File: config.mk
export PLATFORM = sky130hd
export DESIGN_NAME = chip_test_sequencer
export DESIGN_NICKNAME = d
export VERILOG_FILES = /design/src/rtl/chip_test_pkg.sv /design/src/rtl/chip_test_sequencer_debounce.sv /design/src/rtl/chip_test_sequencer.sv
export SDC_FILE = /design/constraint.sdc
export NUM_CORES = 1
export LEC_CHECK = 0
export BUFFER_PORTS_ARGS = -buffer_cell sky130_fd_sc_hd__buf_2
export CORE_MARGIN = 2
export CORE_UTILIZATION = 58
export DETAILED_ROUTE_END_ITERATION = 10
export PLACE_DENSITY = 0.85
export SLEW_MARGIN = 20
export SYNTH_ARGS = -nofsm -noshare
export SYNTH_HDL_FRONTEND = slang
export SYNTH_SLANG_ARGS = --single-unit
File: constraint.sdc
create_clock -name Clk -period 2.05 [get_ports Clk]
set_input_delay 0.205 -clock Clk [delete_from_list [all_inputs] [get_ports Clk]]
set_output_delay 0.205 -clock Clk [all_outputs]
set_load 0.01 [all_outputs]
File: src/rtl/chip_test_pkg.sv
// Shared types and defaults for the chip-tester front-panel sequencers.
package chip_test_pkg;

  typedef enum logic [2:0] {IDLE, ARM, WAIT, CAPTURE, TOUT, SHOW} seq_state_t;
  typedef enum logic [1:0] {PASS, FAIL, TIMEOUT} test_outcome_t;

  localparam int unsigned DEF_DEBOUNCE_CYCLES = 16;
  localparam int unsigned DEF_TIMEOUT_CYCLES  = 1000000;

  typedef struct packed {
    logic pass;
    logic fail;
    logic tout;
  } led_set_t;

  // One-hot indicator pattern for a completed test.
  function automatic led_set_t outcome_leds(input test_outcome_t o);
    led_set_t l;
    l.pass = (o == PASS);
    l.fail = (o == FAIL);
    l.tout = (o == TIMEOUT);
    return l;
  endfunction

endpackage

File: src/rtl/chip_test_sequencer_debounce.sv
// Pushbutton conditioner: 2-flop synchronizer, stability counter and a
// registered one-cycle pulse on each accepted rising level.
module button_debounce
  import chip_test_pkg::*;
#(
  parameter int unsigned DEBOUNCE_CYCLES = DEF_DEBOUNCE_CYCLES
) (
  input  logic clk,
  input  logic rst_n,
  input  logic btn,
  output logic pulse
);

  localparam int unsigned CW = (DEBOUNCE_CYCLES > 1) ? $clog2(DEBOUNCE_CYCLES) : 1;
  localparam logic [CW-1:0] CNT_LAST = CW'(DEBOUNCE_CYCLES - 1);

  logic          sync1;
  logic          sync2;
  logic          level;
  logic          level_d;
  logic [CW-1:0] cnt;

  always_ff @(posedge clk or negedge rst_n) begin
    if (!rst_n) begin
      sync1   <= 1'b0;
      sync2   <= 1'b0;
      level   <= 1'b0;
      level_d <= 1'b0;
      pulse   <= 1'b0;
      cnt     <= '0;
    end else begin
      sync1   <= btn;
      sync2   <= sync1;
      level_d <= level;
      pulse   <= level & ~level_d;
      // Accept the new level only after DEBOUNCE_CYCLES consecutive differing samples.
      if (sync2 == level) begin
        cnt <= '0;
      end else if (cnt == CNT_LAST) begin
        level <= sync2;
        cnt   <= '0;
      end else begin
        cnt <= cnt + CW'(1);
      end
    end
  end

endmodule

File: src/rtl/chip_test_sequencer.sv
// Front-panel sequencer for a single chip tester: debounced start, run pulse,
// done/timeout wait, result capture, indicators and saturating tallies.
module chip_test_sequencer
  import chip_test_pkg::*;
#(
  parameter int unsigned DEBOUNCE_CYCLES = DEF_DEBOUNCE_CYCLES,
  parameter int unsigned TIMEOUT_CYCLES  = DEF_TIMEOUT_CYCLES,
  parameter int unsigned CNT_W           = 8
) (
  input  logic             Clk,
  input  logic             Reset,
  input  logic             Start_btn,
  input  logic             Clear_cnt,
  input  logic             Done,
  input  logic             RSLT,
  output logic             Run,
  output logic             DISP_RSLT,
  output logic             Busy,
  output logic             Pass_LED,
  output logic             Fail_LED,
  output logic             Timeout_LED,
  output logic [CNT_W-1:0] Pass_Count,
  output logic [CNT_W-1:0] Fail_Count
);

  localparam int unsigned TW = (TIMEOUT_CYCLES > 2) ? $clog2(TIMEOUT_CYCLES) : 1;
  // Compared before the increment so TOUT begins TIMEOUT_CYCLES cycles after ARM.
  localparam logic [TW-1:0] TCNT_LAST = TW'(TIMEOUT_CYCLES - 2);

  seq_state_t    state;
  seq_state_t    state_nxt;
  test_outcome_t outcome;
  logic          start_req;
  logic          clear_ind;
  logic          latch_en;
  logic          seen_low;
  logic [TW-1:0] tcnt;

  button_debounce #(
    .DEBOUNCE_CYCLES(DEBOUNCE_CYCLES)
  ) u_debounce (
    .clk  (Clk),
    .rst_n(Reset),
    .btn  (Start_btn),
    .pulse(start_req)
  );

  always_ff @(posedge Clk or negedge Reset) begin
    if (!Reset) state <= IDLE;
    else        state <= state_nxt;
  end

  always_comb begin
    state_nxt = state;
    clear_ind = 1'b0;
    latch_en  = 1'b0;
    outcome   = PASS;
    Run       = 1'b0;
    Busy      = 1'b0;
    case (state)
      IDLE: begin
        if (start_req) begin
          clear_ind = 1'b1;
          state_nxt = ARM;
        end
      end
      ARM: begin
        Run       = 1'b1;
        state_nxt = WAIT;
      end
      WAIT: begin
        Busy = 1'b1;
        if (Done && seen_low)         state_nxt = CAPTURE;
        else if (tcnt == TCNT_LAST)   state_nxt = TOUT;
      end
      CAPTURE: begin
        Busy      = 1'b1;
        latch_en  = 1'b1;
        outcome   = RSLT ? PASS : FAIL;
        state_nxt = SHOW;
      end
      TOUT: begin
        Busy      = 1'b1;
        latch_en  = 1'b1;
        outcome   = TIMEOUT;
        state_nxt = SHOW;
      end
      SHOW:    state_nxt = IDLE;
      default: state_nxt = IDLE;
    endcase
  end

  always_ff @(posedge Clk or negedge Reset) begin
    if (!Reset) begin
      tcnt        <= '0;
      seen_low    <= 1'b0;
      Pass_LED    <= 1'b0;
      Fail_LED    <= 1'b0;
      Timeout_LED <= 1'b0;
      DISP_RSLT   <= 1'b0;
      Pass_Count  <= '0;
      Fail_Count  <= '0;
    end else begin
      if (state == ARM) begin
        tcnt     <= '0;
        seen_low <= 1'b0;
      end else if (state == WAIT) begin
        tcnt <= tcnt + TW'(1);
        // A Done still high from the previous test must drop before it counts.
        if (!Done) seen_low <= 1'b1;
      end

      if (clear_ind) begin
        {Pass_LED, Fail_LED, Timeout_LED} <= '0;
        DISP_RSLT                         <= 1'b0;
      end else if (latch_en) begin
        {Pass_LED, Fail_LED, Timeout_LED} <= outcome_leds(outcome);
      end else if (state == SHOW) begin
        DISP_RSLT <= 1'b1;
      end

      if (Clear_cnt) begin
        Pass_Count <= '0;
        Fail_Count <= '0;
      end else if (latch_en) begin
        if (outcome == PASS) begin
          if (Pass_Count != '1) Pass_Count <= Pass_Count + CNT_W'(1);
        end else begin
          if (Fail_Count != '1) Fail_Count <= Fail_Count + CNT_W'(1);
        end
      end
    end
  end

endmodule
==> out/qor.yml <==
run_status:
  status: "completed"
worst_setup_path:
  worstPathCellList: "or3b_4 > nor4_4 > a311oi_1 > a41o_1"
  startpoint_type: "register"
  crit_path_end_kind: "register"
  worstPathArrival_ps: 2100
  critPathKind: "reg -> reg"
  cp.required_ps: 2250
  slowest_stage: "dfrtp_1"
  max_stage_delay_ps: 500
  cp_max_fo: 10
timing:
  max_slew_margin_pct: 59.0
  grt_setup_unrepaired: "false"
  timing.fmax_ghz: 0.524
  finalHoldViolCount: 0
  final-max-slew-violation-count: 0
  setup_tns_ps: 0
  setup_viol: 0
  layout_min_cycle_time_ps: 1910
  finalWorstSetupSlack_ps: 141
  min_period_over_period_pct: 93.1
  tightest_slew_ps: 615
  finalClockSkew_ps: 10.8
die:
  die_h_microns: 73.0
  num_rows: 25
  start_util_pct: 59.3
  core_area_sq_mm: 0.00466
  die_w_microns: 73.0
  fp.dieArea_sq_mm: 0.00533
  io_pins: 28
clock_tree:
  cts.sinks: 53
  clockRootBuffer: "clkbuf_8"
  cts_tree: "yes"
  cts_buffer_depth: 2
  clk_latency_ps: 310
  postCtsSetupRepairBufs: 0
  cts_buffers: 5
  h-tree-depth: 2
  clkTransAtPathRegs_ps: 100
synth:
  seq_area_frac_synth_pct: 48.0
  synth_area_leader_cell: "dfrtp_1"
  synth.avg_cell_area_sq_um: 9.80
  ys_types: 56
  ys.flop_type: "dfrtp_1"
  yosys.area.top_type_share_pct: 48.0
  syn-cell-area_sq_mm: 0.00276
  synthTopCellsByCount: "dfrtp_1, nor2_1, nand2_1"
  syn_inst: 282
  synth_area_leaders: "dfrtp_1, nor2_1, mux2i_1"
  synth_nets: 293
  synth_edf_count: 0
  yosysWarnings: 0
  post-synth-top-count-cell: "dfrtp_1"
  async_flop_share_pct: 100
  ys_ff_latch: 53
route:
  initialDrtViolationCount: 252
  wire_per_inst_microns: 15.2
  vias: 2265
  drt_first_pass_iters: 4
  ant_nets: 0
  drc: 0
  wl_microns: 5580
  viasPerCell: 6.19
grt:
  overflow: 0
  grt_max_degree: 29
  gr-usage-all-layers_pct: 22.4
  grt_pass1_wl_microns: 9320
  antenna_found_initial: 0
  grt_pass1_vias: 2063
cells_and_area:
  seqCellArea_sq_mm: 0.00133
  multi_input_area_sq_mm: 0.00135
  final_area_sq_mm: 0.00307
  drive_above_1_share_pct: 14.7
  n_antenna_cell: 0
  final_nets: 322
  areaGrowthSynthToFinish_pct: 11.1
  fill_cells: 352
placed_design:
  routabilityCongestion: 0.850
  dpl_cell_area_sq_mm: 0.00296
  dpl_worst_slack_ps: 167
  port-buffer-count: 27
  dp_hpwl_microns: 3880
min_path:
  hp-class: "in -> reg"
power:
  powerDensity_mw_per_mm2: 903
  leakage_uw: 0.00147
  ir_drop_uv: 535
run:
  maxCapViolations: 0
-- worst max-delay path, delay by kind of cell, from the launching register on --
family | cells | cell delay, ps
simple gates | 2 | 930
flops | 1 | 500
compound gates | 2 | 380
-- layer usage --
layer | track usage (%) | vias to the layer above | routed length [microns]
li1 | - | 1092 | -
met1 | 31.1 | 1122 | 2580
met2 | 35.3 | 47 | 2680
met3 | 4.28 | 4 | 249
met4 | 7.82 | 0 | 67
met5 | 0 | - | 0
-- logic make-up after synthesis --
logic type               Yosys count  share of synthesized area (%)
flip-flops                        53                           48.0
AND/OR/NAND/NOR                  112                           22.0
multiplexers                      11                           4.03
AO/OA/AOI/OAI                     67                           16.4
adder cells (fa/ha/maj)            5                           2.26
XOR/XNOR                          13                           4.12
buffers and inverters             21                           3.17
-- metrics by stage --
stage | instances | total power [uW] | utilization (%) | hold WS (ps)
after floorplan | 282 | 1900 | - | -90.6
after global placement | 356 | 2140 | 63.5 | 246
after detailed placement | 356 | 2180 | 63.5 | 256
after CTS | 366 | 2780 | 65.8 | 244
after global routing | 366 | 2930 | 65.8 | 259
final | 366 | 2770 | 65.8 | 251
-- registers in the layout (all words and copies together) (netlist names) --
name	flops
Pass_Count	8
state	3
tcnt	20
u_debounce.pulse	1
seen_low	1
DISP_RSLT	1
Pass_LED	1
u_debounce.sync2	1
u_debounce.level_d	1
Timeout_LED	1
Fail_Count	8
u_debounce.sync1	1
u_debounce.level	1
u_debounce.cnt	4
Fail_LED	1
-- cell type report --
cell class,count,share of cell area (%)
multi-input cells,208,44.0
flip-flops and latches,53,43.2
repair buffers,34,6.69
clock buffers,6,2.37
well taps,54,2.20
inverters,9,1.10
clock inverters,2,0.449
-- where the power goes --
part / switching (uW) / leakage [uW] / internal [uW] / total (uW)
Sequential: 133 / 0.000722 / 1160 / 1290
Combinational: 551 / 0.000700 / 341 / 893
Clock: 341 / 0.0000456 / 244 / 585
Total: 1030 / 0.00147 / 1740 / 2770
-- path summary, 6_finish.rpt --
kind | start | to | slack (ps) | depth (start not counted)
worst min register to register | u_debounce.sync1 | u_debounce.sync2 | 360 | 0
min in group asynchronous | Reset | Fail_Count[5] | 420 | 2
worst max-delay path | state[1] | tcnt[19] | 140 | 4
worst max register to register | state[1] | tcnt[19] | 140 | 4
worst min-delay path | Clear_cnt | Pass_Count[6] | 250 | 2
max in group asynchronous | Reset | tcnt[19] | 1060 | 3
-- cells in the final DEF, fill, tap and decap left out, types with 3 or more instances in the layout --
cell type  netlist  final
buf_4            0      4
o21ai_0         14     14
nor2_1          27     27
buf_2            1     27
xor2_1          10     10
nand2_1         25     25
o211ai_1         5      5
o31ai_1          3      3
nor2b_1          6      6
and3_1           5      5
xnor2_1          3      3
a21oi_1         14     14
a21o_1           3      3
inv_1            9      9
o2111ai_1        4      4
o22ai_1          3      3
nor3_1           8      8
dfrtp_1         53     53
nand2b_1         3      3
ha_1             5      5
nand3_1          9      9
mux2i_1         10     10
clkbuf_8         0      5
o21a_1           4      4
nand4_1          9      9
-- what timing repair did --
action	CTS	global route
gates resized for setup	0	0
hold buffers	2	0
endpoints found under the setup margin	0	0
endpoints found under the hold margin	26	0
No activity file was read; power rests on OpenSTA's default activity.
